==> src/rtl/i2d_id_stage_if.sv <==
`default_nettype none
// ==========================================================================
// Module  : i2d_id_stage_if -- fetch-to-decode valid/ready instruction bundle
// Revision: 1.0 - initial release
// ==========================================================================
interface i2d_id_stage_if #(
  parameter int XLEN = 32
);
  logic            if_valid;
  logic            if_ready;
  logic [31:0]     if_ins;
  logic [XLEN-1:0] if_pc;

  modport master (output if_valid, output if_ins, output if_pc, input if_ready);
  modport slave  (input if_valid, input if_ins, input if_pc, output if_ready);
endinterface
`default_nettype wire

==> src/rtl/i2d_id_stage.sv <==
`default_nettype none
// ==========================================================================
// Module  : i2d_id_stage -- instruction decode with 1-entry skid and flush.
//           Optional macro I2D_ID_PRIV_EN: RFE in user mode (sr[0]=1) is illegal.
// Revision: 1.0 - initial release
// ==========================================================================
module i2d_id_stage #(
  parameter int XLEN    = 32,
  parameter int RIDX    = 6,
  parameter int IMM_I_W = 20,
  parameter int IMM_J_W = 26
) (
  input  logic             clk,
  input  logic             rst,
  i2d_id_stage_if.slave    fetch,
  input  logic [XLEN-1:0]  sr,
  input  logic             flush,
  input  logic             ex_ready,
  output logic             id_valid,
  output logic [31:0]      id_ins,
  output logic [XLEN-1:0]  id_pc,
  output logic [XLEN-1:0]  imm,
  output logic [RIDX-1:0]  rf_ra,
  output logic [RIDX-1:0]  rf_rb,
  output logic             rf_ra_en,
  output logic             rf_rb_en,
  output logic [3:0]       alu_op,
  output logic             branch,
  output logic             swi,
  output logic             id_err
);

  localparam logic [5:0] c_op_b    = 6'h20;
  localparam logic [5:0] c_op_call = 6'h21;
  localparam logic [5:0] c_op_br   = 6'h22;
  localparam logic [5:0] c_op_swi  = 6'h30;
  localparam logic [5:0] c_op_rfe  = 6'h31;

  logic            r_skid_full;
  logic [31:0]     r_skid_ins;
  logic [XLEN-1:0] r_skid_pc;

  logic            w_accept;
  logic            w_load;
  logic            w_clear;
  logic [31:0]     w_src_ins;
  logic [XLEN-1:0] w_src_pc;
  logic [5:0]      w_op;
  logic [XLEN-1:0] w_imm_i;
  logic [XLEN-1:0] w_imm_j;
  logic [XLEN-1:0] w_imm_z;
  logic [XLEN-1:0] w_imm;
  logic            w_ra_en;
  logic            w_rb_en;
  logic [3:0]      w_alu;
  logic            w_branch;
  logic            w_swi;
  logic            w_err;

  assign fetch.if_ready = rst & ~r_skid_full;
  assign w_accept       = fetch.if_valid & fetch.if_ready & ~flush;
  assign w_load         = ~id_valid | ex_ready;
  // Output goes to a bubble when it is free to load but has nothing to load.
  assign w_clear        = ~rst | flush | (w_load & ~r_skid_full & ~w_accept);

  assign w_src_ins = r_skid_full ? r_skid_ins : fetch.if_ins;
  assign w_src_pc  = r_skid_full ? r_skid_pc  : fetch.if_pc;
  assign w_op      = w_src_ins[31:26];

  assign w_imm_i = {{(XLEN-IMM_I_W){w_src_ins[IMM_I_W-1]}}, w_src_ins[IMM_I_W-1:0]};
  assign w_imm_j = {{(XLEN-IMM_J_W){w_src_ins[IMM_J_W-1]}}, w_src_ins[IMM_J_W-1:0]};
  assign w_imm_z = {{(XLEN-IMM_J_W){1'b0}}, w_src_ins[IMM_J_W-1:0]};

`ifdef I2D_ID_PRIV_EN
  // User-mode bit travels with its instruction through the skid entry.
  logic r_skid_user;
  logic w_src_user;
  logic w_unused_sr;
  assign w_src_user  = r_skid_full ? r_skid_user : sr[0];
  assign w_unused_sr = ^sr[XLEN-1:1];
`else
  logic w_unused_sr;
  assign w_unused_sr = ^sr;
`endif

  always_comb begin
    w_imm    = '0;
    w_ra_en  = 1'b0;
    w_rb_en  = 1'b0;
    w_alu    = 4'h0;
    w_branch = 1'b0;
    w_swi    = 1'b0;
    w_err    = 1'b0;
    if (w_op[5:4] == 2'b00) begin
      w_ra_en = 1'b1;
      w_rb_en = 1'b1;
      w_alu   = w_op[3:0];
    end else if (w_op[5:4] == 2'b01) begin
      w_ra_en = 1'b1;
      w_alu   = w_op[3:0];
      w_imm   = w_imm_i;
    end else begin
      case (w_op)
        c_op_b, c_op_call: begin
          w_branch = 1'b1;
          w_imm    = w_imm_j;
        end
        c_op_br: begin
          w_branch = 1'b1;
          w_ra_en  = 1'b1;
        end
        c_op_swi: begin
          w_swi = 1'b1;
          w_imm = w_imm_z;
        end
        c_op_rfe: begin
`ifdef I2D_ID_PRIV_EN
          if (w_src_user) w_err = 1'b1;
          else            w_branch = 1'b1;
`else
          w_branch = 1'b1;
`endif
        end
        default: w_err = 1'b1;
      endcase
    end
  end

  always_ff @(posedge clk) begin
    if (!rst || flush) r_skid_full <= 1'b0;
    else if (w_load)   r_skid_full <= 1'b0;
    else if (w_accept) r_skid_full <= 1'b1;
  end

  always_ff @(posedge clk) begin
    if (w_accept && !w_load) begin
      r_skid_ins <= fetch.if_ins;
      r_skid_pc  <= fetch.if_pc;
`ifdef I2D_ID_PRIV_EN
      r_skid_user <= sr[0];
`endif
    end
  end

  always_ff @(posedge clk) begin
    if (w_clear) begin
      id_valid <= 1'b0;
      id_ins   <= '0;
      id_pc    <= '0;
      imm      <= '0;
      rf_ra    <= '0;
      rf_rb    <= '0;
      rf_ra_en <= 1'b0;
      rf_rb_en <= 1'b0;
      alu_op   <= 4'h0;
      branch   <= 1'b0;
      swi      <= 1'b0;
      id_err   <= 1'b0;
    end else if (w_load) begin
      id_valid <= 1'b1;
      id_ins   <= w_src_ins;
      id_pc    <= w_src_pc;
      imm      <= w_imm;
      rf_ra    <= w_src_ins[25 -: RIDX];
      rf_rb    <= w_src_ins[25-RIDX -: RIDX];
      rf_ra_en <= w_ra_en;
      rf_rb_en <= w_rb_en;
      alu_op   <= w_alu;
      branch   <= w_branch;
      swi      <= w_swi;
      id_err   <= w_err;
    end
  end

endmodule
`default_nettype wire

==> src/flat_wrapper.sv <==
// flat-port wrapper written by rule: the top's interface ports become plain ports
module i2d_id_stage_flat 
#(
  parameter int XLEN    = 32,
  parameter int RIDX    = 6,
  parameter int IMM_I_W = 20,
  parameter int IMM_J_W = 26
)
  (clk, rst, sr, flush, ex_ready, id_valid, id_ins, id_pc, imm, rf_ra, rf_rb, rf_ra_en, rf_rb_en, alu_op, branch, swi, id_err, fetch_if_valid, fetch_if_ins, fetch_if_pc, fetch_if_ready);
  i2d_id_stage_if #(.XLEN(XLEN)) fetch_i ();
  input  logic clk;
  input  logic rst;
  input  logic [XLEN-1:0] sr;
  input  logic flush;
  input  logic ex_ready;
  output logic id_valid;
  output logic [31:0] id_ins;
  output logic [XLEN-1:0] id_pc;
  output logic [XLEN-1:0] imm;
  output logic [RIDX-1:0] rf_ra;
  output logic [RIDX-1:0] rf_rb;
  output logic rf_ra_en;
  output logic rf_rb_en;
  output logic [3:0] alu_op;
  output logic branch;
  output logic swi;
  output logic id_err;
  input wire logic [$bits(fetch_i.if_valid)-1:0] fetch_if_valid;
  input wire logic [$bits(fetch_i.if_ins)-1:0] fetch_if_ins;
  input wire logic [$bits(fetch_i.if_pc)-1:0] fetch_if_pc;
  output wire logic [$bits(fetch_i.if_ready)-1:0] fetch_if_ready;
  assign fetch_i.if_valid = fetch_if_valid;
  assign fetch_i.if_ins = fetch_if_ins;
  assign fetch_i.if_pc = fetch_if_pc;
  assign fetch_if_ready = fetch_i.if_ready;
  i2d_id_stage #(.XLEN(XLEN), .RIDX(RIDX), .IMM_I_W(IMM_I_W), .IMM_J_W(IMM_J_W)) u_core (.clk(clk), .rst(rst), .fetch(fetch_i), .sr(sr), .flush(flush), .ex_ready(ex_ready), .id_valid(id_valid), .id_ins(id_ins), .id_pc(id_pc), .imm(imm), .rf_ra(rf_ra), .rf_rb(rf_rb), .rf_ra_en(rf_ra_en), .rf_rb_en(rf_rb_en), .alu_op(alu_op), .branch(branch), .swi(swi), .id_err(id_err));
endmodule
==> config.mk <==
export PLATFORM = sky130hd
export DESIGN_NAME = i2d_id_stage_flat
export DESIGN_NICKNAME = d
export VERILOG_FILES = /design/src/rtl/i2d_id_stage_if.sv /design/src/rtl/i2d_id_stage.sv /design/src/flat_wrapper.sv
export SDC_FILE = /design/constraint.sdc
export NUM_CORES = 1
export LEC_CHECK = 0
export CAP_MARGIN = 0
export CORE_UTILIZATION = 47
export CTS_BUF_LIST = sky130_fd_sc_hd__clkbuf_4 sky130_fd_sc_hd__clkbuf_8
export DETAILED_ROUTE_END_ITERATION = 8
export PLACE_DENSITY = 0.82
export SYNTH_ARGS = -nofsm -noshare
export SYNTH_HDL_FRONTEND = slang
export SYNTH_SLANG_ARGS = --single-unit
==> constraint.sdc <==
create_clock -name clk -period 11.5 [get_ports clk]
set_clock_uncertainty 0.05 [all_clocks]
set_input_delay 2.3 -clock clk [delete_from_list [all_inputs] [get_ports clk]]
set_output_delay 2.3 -clock clk [all_outputs]
set_load 0.02 [all_outputs]
Yosys cells after proc, flatten, opt, wreduce, memory -nomap -nowiden
Cells that the tools add are included.
Storage, ports and cells
  register bits: 183
  bits in latches: 0
  RAM bits: 0
  ROM bits: 0
  output and inout port bits: 119
  word-level logic and storage cells: 63
  memories kept: 0
Operators by class
  add/subtract/negate cells: 0
  $mul: 0
  div/mod/pow operators: 0
  order comparisons: 0
  equality and inequality tests: 6
  shifts and indexed selects: 0
  multiplexer cells: 20
  bitwise operators: 13
  reduce and logical (&&, ||, !) cells: 9
Operators with widths (count)
  two-way mux 32 bit: 4
  case mux 32 bit (2 select lines): 1
  == test 6 bit, second input constant: 5
  two-way mux 1 bit: 13
  two-way mux 4 bit: 2
  AND 1 bit: 5
  inverter 1 bit: 5
  OR reduction 5 bit: 1
  OR reduction 2 bit: 2
  OR reduction 4 bit: 1
  OR 1 bit: 3
  == test 2 x 1 -> 1 bit, second input constant: 1
  logical NOT 1 bit: 2
  logical NOT 2 bit: 1
  logical AND 1 bit: 1
  logical OR 1 bit: 1

Logic depth before layout (Yosys ltp)
  word-level depth: 7
  mapped depth: 8
  gate-level depth less buffers: 5

Worst setup path before layout
No wires, ideal clock.
  path kind: input port to flip-flop
  from: input port ex_ready
  to: register u_core.r_skid_ins[0] (enable)
  arrival: 9.002 ns
  slack: 1.802 ns
  cell stages on the path: 4
  buffers on the path: 2
  cell sequence: nand2b_1 > clkbuf_1 > clkbuf_1 > nor4_1
Between the ends
  word-level cells in the longest chain between the ends: 3
Ends and longest elaborated chain
  start, declared: RTL line flat_wrapper.sv:15  | input logic ex_ready;
  OR 1 bit: RTL line i2d_id_stage.sv:62  | assign w_load = ~id_valid | ex_ready;
  logical NOT 1 bit: RTL line i2d_id_stage.sv:136  | if (w_accept && !w_load) begin
  logical AND 1 bit: RTL line i2d_id_stage.sv:136
  end signal, assigned: RTL line i2d_id_stage.sv:137  | r_skid_ins <= fetch.if_ins;
  end, declared: RTL line i2d_id_stage.sv:40  | logic [31:0] r_skid_ins;
No other way between the ends.
A chain may end at the register's enable or synchronous reset.

Worst setup path in the final report
  from: input port rst
  to: output port fetch_if_ready
Between the ends
  word-level cells in the longest chain between the ends: 1
Ends and longest elaborated chain
  start, declared: RTL line flat_wrapper.sv:12  | input logic rst;
  AND 1 bit: RTL line i2d_id_stage.sv:60  | assign fetch.if_ready = rst & ~r_skid_full;
  end, declared: RTL line flat_wrapper.sv:31  | output wire logic [$bits(fetch_i.if_ready)-1:0] fetch_if_ready;
No other way between the ends.

==> flow_metrics.py <==
metrics = {
    "sta": {
        "hold_viol_final": 0,
        "fmax_mhz": 170,
        "worst_pin_slew_ns": 0.995,
        "maxSlewViolCount": 0,
        "period_share_pct": 51.2,
        "setup_tns_ns": 0,
        "setup_ws_ns": 5.61,
        "rsz0062_at_grt": "no",
        "setup_violations": 0,
        "min_period_ns": 5.89,
        "relSlewSlack_pct": 33.7,
    },
    "cells_and_area": {
        "final_common_cell": "clkdlybuf4s50_1",
        "n_antenna_cell": 0,
        "nNetsFinal": 797,
        "final_area_um2": 8850,
        "drive_above_1_share_pct": 9.73,
        "area.growth.synth_to_final_pct": 36.0,
        "final_cell_mix": "clkdlybuf4s50_1 (187), dfxtp_1 (101), nor2_1 (92)",
    },
    "power_and_ir_drop": {
        "finalPower_mw": 1.23,
        "seqPwrFrac_pct": 50.9,
        "comb_power_share_pct": 9.2,
        "power.share.clock_pct": 39.9,
        "peakVddDrop_mv": 0.0865,
        "leakage_nw": 3.06,
        "power.internal_mw": 0.959,
        "power_density_nw_per_um2": 139,
        "swShare_pct": 22.1,
        "switchingPower_mw": 0.272,
    },
    "route": {
        "drc": 0,
        "vias": 4740,
        "ant_nets": 0,
        "via_per_inst": 5.36,
        "first_pass_iters": 4,
        "wirelength_um": 15300,
        "routedWlPerCell_um": 17.3,
        "drt_iter0_drc": 261,
    },
    "synth": {
        "synthArstFlopShare_pct": 0,
        "synthCells": 542,
        "synth_top_family_by_area": "compound AO/OA/AOI/OAI gates",
        "ys_warn_count": 0,
        "synth_fa_ha_area_share_pct": 0,
        "synth_compound_area_share_pct": 15.0,
        "syn_area_um2": 6500,
        "synth_nets": 643,
        "synth-simple-area-share_pct": 9.25,
        "synth_edf_count": 64,
        "yosys.area_share.xor_xnor_pct": 0,
        "synthMuxAreaShare_pct": 9.89,
        "synth_top_flop_cell": "dfxtp_1",
        "ys_ff_latch": 166,
        "postSynthAreaPerCell_um2": 12.0,
        "yosysUniqueCellTypes": 41,
        "ys_seq_area_share_pct": 60.9,
    },
    "clock_network": {
        "htreeDepth": 4,
        "cts.sinks": 166,
        "cts_tree": "yes",
        "post_cts_buffers": 0,
        "cts_resized": 0,
        "clock_path_buffers": 2,
        "clock-root-buffer": "clkbuf_8",
        "insertion_delay_ns": 0.44,
        "cts_buffers": 17,
        "path_clk_slew_ns": 0.08,
        "cts_hold_buffers": 0,
    },
    "floorplanning": {
        "die_w_um": 120,
        "die_y_um": 120,
        "coreArea_um2": 13300,
        "die-area_um2": 14300,
        "initial_core_util_pct": 48.7,
        "pin_count": 220,
        "std_cell_rows": 42,
    },
    "job": {
        "timing.max_cap.violations": 0,
    },
    "placement": {
        "place_area_um2": 8370,
        "hpwl_um": 10100,
        "dp_slack_ns": 5.62,
        "routabilityCongestion": 0.772,
        "numPortBuffers": 187,
    },
    "grt": {
        "grt.met1_usage_pct": 26.4,
        "busiest_layer": "met2",
        "met2_usage_pct": 36.1,
        "grt_pass1_vias": 4682,
        "grt_max_degree": 95,
        "grt.overflow.total": 0,
        "antenna_found_initial": 0,
        "grt_pass1_wl_um": 24100,
        "grt_usage_pct": 21.6,
        "met3_usage_pct": 6.37,
    },
    "worst_setup_path": {
        "end_kind": "output pin",
        "crit_required_ns": 9.15,
        "critPathLaunchType": "input pin",
        "rr_endpoint": "u_core.imm[4]",
        "r2r_slack_ns": 8.14,
        "reg2reg_depth": 6,
        "crit_start": "rst",
        "arrival_ns": 3.54,
        "cp_max_fo": 2,
        "worst-setup-path-type": "in -> out",
        "reg2reg_from": "u_core.r_skid_full",
    },
    "outcome": {
        "status": "finished, final reports clean",
    },
    "worst_hold_path": {
        "whs_path_depth": 2,
        "hold_start": "u_core.alu_op[2]",
        "whs_endpoint": "u_core.alu_op[2]",
        "hold_class": "reg -> reg",
    },
}
-- metrics by stage --
step	utilization, %	hold slack (ns)	std cells
after global routing	66.3	0.429	885
after floorplan	-	0.480	542
after CTS	66.3	0.409	885
after global placement	62.7	0.393	853
after detailed placement	62.7	0.396	853
final	66.3	0.404	885
-- cell type report --
class	instances	area, µm²
inverters	2	7.51
fillers	976	4500
flip-flops and latches	166	3970
clock inverters	13	229
multi-input cells	315	2250
well taps	176	220
repair buffers	194	1920
clock buffers	19	249
-- sequential cells by signal (all words and copies together), names as in the netlist --
signal and flops:
u_core.alu_op 4, u_core.branch 1, u_core.id_err 1, u_core.id_ins 22, u_core.id_pc 32, u_core.id_valid 1, u_core.imm 27, u_core.r_skid_full 1
u_core.r_skid_ins 32, u_core.r_skid_pc 32, u_core.rf_ra 5, u_core.rf_ra_en 1, u_core.rf_rb 5, u_core.rf_rb_en 1, u_core.swi 1
-- worst max-delay path by stage --
stage,end,slack (ns),depth (start not counted)
floorplan,u_core.r_skid_ins[0],1.80,4
global placement,fetch_if_ready,5.64,3
detailed placement,fetch_if_ready,5.62,3
CTS,fetch_if_ready,5.62,3
global route,fetch_if_ready,5.60,3
finish,fetch_if_ready,5.61,3
-- Yosys cell counts (4+ instances only) --
library cell  count  share of area (%)
buf_2             9               0.69
mux2i_1          62                9.5
nor3_1            5               0.38
a21oi_1          13                1.0
nor2_1           92                5.3
nand3_1           9               0.69
a2111oi_2        20                4.6
nand2b_1          4               0.38
clkbuf_1         27                1.6
dfxtp_1         102                 31
and3_1            5               0.48
buf_1             4               0.23
buf_4            17                2.0
a211oi_1         61                7.0
edfxtp_1         64                 30
nand2_1          11               0.63
o31ai_1           6               0.69
-- worst max-delay path, cell delays in order --
cell and delay, ns:
clkdlybuf4s50_1 0.49, nor2b_1 0.13, clkdlybuf4s50_1 0.61
-- kinds of logic (layout without fill, tap and decap cells) --
kind of cell / Yosys count / after routing
AND/OR/NAND/NOR: 137 / 137
AO/OA/AOI/OAI: 114 / 114
buffers and inverters: 61 / 228
multiplexers: 64 / 64
flip-flops: 166 / 166
-- power by group through the flow --
stage	registers (mW)	clock network (mW)	logic, mW
2_1_floorplan	0.651	0	0.0443
3_3_place_gp	0.639	0	0.110
3_5_place_dp	0.640	0	0.113
4_1_cts	0.626	0.501	0.114
5_1_grt	0.628	0.524	0.121
6_report	0.626	0.491	0.113
-- metal layers --
layer / share of wire [%] / vias to the layer above
met5: 0 / -
met3: 6.2 / 17
met1: 43 / 2258
met2: 49 / 158
li1: - / 2307
met4: 1.4 / 0
No activity file was read; power rests on OpenSTA's default activity.
==> patch 1, RTL diff (same settings) <==
The option `I2D_ID_PRIV_EN` is turned on by a define.
--- a/src/rtl/i2d_id_stage.sv
+++ b/src/rtl/i2d_id_stage.sv
@@ -4,6 +4,8 @@
 //           Optional macro I2D_ID_PRIV_EN: RFE in user mode (sr[0]=1) is illegal.
 // Revision: 1.0 - initial release
 // ==========================================================================
+`define I2D_ID_PRIV_EN
+
 module i2d_id_stage #(
   parameter int XLEN    = 32,
   parameter int RIDX    = 6,
Check against the original RTL: not equivalent (a bounded check fails within 4 cycles, from zero or initial values).
==> patch 1 against the unedited design <==
Sequential cell count grew 1; sequential power up 0.6%; final area is 1.2% lower; clock power down 21%; synthesized area increased by 0.42%; utilization fell by 1.1 points; critical path depth did not move; total power shrank 8.7%; count of clock-buffer cells in the layout is 3 higher; routed wire length down 4.5%; worst setup slack got worse by 8.1 ps.
==> patch 1: results (changes against the unedited design) <==
Reg2Reg Capture Point=u_core.imm[15]$_SDFFE_PP0N_; Int Pwr=867 uW (-9.6%); share of cells above drive strength 1=10.5% (+0.78 points); Leak=0.00302 uW (-1.5%); Power Total=1120 uW (-8.7%); met3 usage=5.18% (-1.2 points); met1 usage=26.2% (-0.13 points); Synth Area in Compound Gates=15.1% (+0.032 points); R2R depth=8 (+2); Total Routing Usage GR=21.0% (-0.57 points); number of global-route vias before repair=4645 (-0.79%); register area share after synthesis=61.1% (+0.20 points); filler instances=1014 (+3.9%); initial DRC count=287 (+10%); DP Area=8370 um2 (about the same); Seq pwr share=56.1% (+5.2 points); Met1 Wirelength=6470 um (-2.2%); crit-path max FO=3 (+1); final net count=793 (-0.50%); first-pass GRT wire length=23400 um (-2.5%); peak supply drop=0.104 mV (+20%); GPL Wtd Cong=0.783 (+1.4%); R2R setup slack=8300 ps (+160 ps); post-synthesis mux area share=9.90% (+0.016 points); average via count per standard cell=5.28 (-1.4%); WL final=14600 um (-4.5%); Met2 Wirelength=6970 um (-7.3%); placed insts=849 (-0.47%); total CTS buffers=17 (unchanged); relative slew slack=38.2% (+4.5 points); Distinct cells, synth=43 (+4.9%); IO buf count=188 (+0.53%); Data arrival, critical path=3550 ps (about the same); HPWL after DPL=9820 um (-2.9%); Combinational Power=108 uW (-4%); top cells by count, synth=dfxtp_1, nor2_1, edfxtp_1; Synthesized Nets=636 (-1.1%); synth top area cells=dfxtp_1, edfxtp_1, mux2i_1; met2 Usage GRT=34.7% (-1.4 points); status=finished, final reports clean; Post-synth EDFFs=65 (+1.6%)
## patch 1: how the worst min path moves through the flow
stage	endpoint	cells after the start	start
6_report	u_core.imm[14]$_SDFFE_PP0N_	2	u_core.imm[14]$_SDFFE_PP0N_
3_5_place_dp	u_core.imm[10]$_SDFFE_PP0N_	2	u_core.imm[10]$_SDFFE_PP0N_
3_3_place_gp	u_core.imm[16]$_SDFFE_PP0N_	2	u_core.imm[16]$_SDFFE_PP0N_
4_1_cts	u_core.imm[14]$_SDFFE_PP0N_	2	u_core.imm[14]$_SDFFE_PP0N_
2_1_floorplan	u_core.rf_rb_en$_SDFFE_PP0N_	2	u_core.rf_rb_en$_SDFFE_PP0N_
5_1_grt	u_core.rf_rb_en$_SDFFE_PP0N_	2	u_core.rf_rb_en$_SDFFE_PP0N_
## patch 1: worst reg2reg max path, stage by stage, from the launching register on
cell and delay, ps:
dfxtp_4 790, buf_4 660, nor2_1 200, a21o_2 240
buf_4 370, inv_2 200, nand2_1 100, buf_4 290
o31ai_2 220
## patch 1: metrics by stage
| stage | setup WS (ps) | util (%) | hold slack (ps) |
|---|---|---|---|
| after floorplan | 6520 | - | 480 |
| after global placement | 5610 | 62.5 | 393 |
| after detailed placement | 5610 | 62.5 | 397 |
| after CTS | 5600 | 65.2 | 416 |
| after global routing | 5580 | 65.2 | 442 |
| final | 5600 | 65.2 | 415 |
## patch 1: area by class of cell
class                      count  area share, %
clock buffer                  22           3.32
clock inverter                 9          0.873
inverter                       2         0.0859
multi-input combinational    309           25.3
sequential                   167           45.7
tap                          176           2.52
timing repair buffer         195           22.1
==> patch 2, RTL diff (config.mk and constraints unchanged) <==
Made on the original files. Register the output `id_err` once more, without a reset; this adds one clock of latency there. The other outputs are not delayed to match.
--- a/src/rtl/i2d_id_stage.sv
+++ b/src/rtl/i2d_id_stage.sv
@@ -35,6 +35,8 @@
   localparam logic [5:0] c_op_br   = 6'h22;
   localparam logic [5:0] c_op_swi  = 6'h30;
   localparam logic [5:0] c_op_rfe  = 6'h31;
+
+  logic id_err_s0;
 
   logic            r_skid_full;
   logic [31:0]     r_skid_ins;
@@ -155,7 +157,7 @@
       alu_op   <= 4'h0;
       branch   <= 1'b0;
       swi      <= 1'b0;
-      id_err   <= 1'b0;
+      id_err_s0 <= 1'b0;
     end else if (w_load) begin
       id_valid <= 1'b1;
       id_ins   <= w_src_ins;
@@ -168,8 +170,12 @@
       alu_op   <= w_alu;
       branch   <= w_branch;
       swi      <= w_swi;
-      id_err   <= w_err;
+      id_err_s0 <= w_err;
     end
+  end
+
+  always_ff @(posedge clk) begin
+    id_err <= id_err_s0;
   end
 
 endmodule
Function: changed (a bounded check fails within 4 cycles, from zero or initial values).
==> patch 2 against the unedited design <==
Worst setup slack lost 14 ps; final area shrank 1.1%; final cell count grew 0.23%; sequential power grew 0.6%; worst hold slack lost 79 ps; global-route usage shrank 0.26 points; routed wire length shrank 2.8%; first-iteration DRC count grew 25%; total power shrank 9.3%; synthesized area grew 0.31%; sequential cell count grew 1; critical path type unchanged; highest routed layer unchanged.
==> patch 2: results (changes against the unedited design) <==
status=finished, final reports clean; top cells by count, synth=dfxtp_1, nor2_1, edfxtp_1; setup repair bufs after CTS=0 (unchanged); IO buf count=187 (unchanged); Post-synth EDFFs=64 (unchanged); clk slew on worst S/H paths=80 ps (about the same); Diodes inserted=0 (unchanged); Adder-Cell Fraction of Synth Area=0% (unchanged); peak supply drop=0.0935 mV (+8.1%); Leak=0.00300 uW (-2.1%); DP Area=8400 um2 (+0.33%); total CTS buffers=17 (unchanged); first-pass GRT wire length=23900 um (-0.46%); deepest clock path buffer count=2 (unchanged); biggest regs=u_core.id_pc (32), u_core.r_skid_ins (32), u_core.r_skid_pc (32); PostCTS Resize Cnt=0 (unchanged); Data arrival, critical path=3550 ps (about the same); Clock Latency Late Sink=430 ps; asr flop ratio synth=0% (unchanged); crit path max-delay cell type=clkdlybuf4s50_1; final net count=799 (+0.25%); maximum single-stage delay on the critical path=620 ps; Synth Area in XOR/XNOR=0% (unchanged); WL final=14900 um (-2.8%); vias after detailed routing=4822 (+1.7%); Ys Warns=0 (unchanged); register area share after synthesis=61.1% (+0.12 points); filler instances=1026 (+5.1%); H-tree depth=4 (unchanged); relative slew slack=23.9% (-9.7 points); fmax=0.169 GHz (-0.23%); number of global-route vias before repair=4714 (+0.68%); crit-path max FO=2 (unchanged); synth top area cells=dfxtp_1, edfxtp_1, mux2i_1; largest net degree at the start of global routing=111 (+17%); Distinct cells, synth=41 (unchanged); CP delay by family, top=buffers and inverters; 1st-pass router iterations=4 (unchanged); share of cells above drive strength 1=9.28% (-0.45 points); post-synthesis mux area share=9.86% (-0.030 points); GPL Wtd Cong=0.783 (+1.4%); initial DRC count=327 (+25%); switching part of the total=24.1% (+2.0 points); Total Routing Usage GR=21.3% (-0.26 points); Hold Crit Class=flip-flop to flip-flop; initial antenna violation count=0 (unchanged); Synthesized Nets=644 (+0.16%); Post-Place Worst Slack=5610 ps (-14.5 ps); CTS root buffer=clkbuf_8; HPWL after DPL=10200 um (+0.50%); Synth Area in Compound Gates=15.0% (-0.046 points)
## patch 2: layout make-up
| class | instances | share of cell area, % |
|---|---|---|
| Tap cell | 176 | 2.52 |
| Inverter | 2 | 0.0858 |
| Clock inverter | 14 | 1.26 |
| Clock buffer | 18 | 2.76 |
| Multi-Input combinational cell | 315 | 25.7 |
| Timing Repair Buffer | 195 | 22.1 |
| Sequential cell | 167 | 45.6 |
## patch 2: power groups by stage
stage / logic (uW) / clock network, uW / registers (uW)
2_1_floorplan: 44.3 / 0 / 655
3_3_place_gp: 110 / 0 / 643
3_5_place_dp: 113 / 0 / 644
4_1_cts: 113 / 382 / 630
5_1_grt: 120 / 413 / 631
6_report: 112 / 374 / 630
## patch 2: path summary, 6_finish.rpt
path / from / end / slack, ps / cells past startpoint
min reg2reg: u_core.id_err_s0$_SDFFE_PP0N_ / u_core.id_err$_DFF_P_ / 330 / 0
min: u_core.id_err_s0$_SDFFE_PP0N_ / u_core.id_err$_DFF_P_ / 330 / 0
max: rst / fetch_if_ready / 5600 / 3
max reg2reg: u_core.r_skid_full$_SDFFE_PP0P_ / u_core.imm[22]$_SDFFE_PP0N_ / 8530 / 6
## patch 2: worst register-to-register path, delay by kind of cell, from the launching register on
kind / cells / cell delay [ps]
flops: 1 / 780
buf+inv: 2 / 920
compound gates: 2 / 760
simple gates: 2 / 380
## patch 2: cells by family after synthesis
logic type      count (synthesis)
flops                         167
simple gates                  137
compound gates                114
mux                            64
buf+inv                        61
## patch 2: through the flow
stage | hold WS (ps) | util, % | cells
2_1_floorplan | 281 | - | 543
3_3_place_gp | 288 | 62.7 | 855
3_5_place_dp | 308 | 62.7 | 855
4_1_cts | 322 | 65.3 | 887
5_1_grt | 343 | 65.3 | 887
6_report | 326 | 65.3 | 887
## patch 2: per-layer routing
metal  global-route usage, %  wire (um)  up-vias
met1                    26.1       6240     2300
met5                       0          0        -
met3                    5.13        877       28
met4                    9.53        367        0
met2                    35.7       7390      175
li1                        -          -     2319
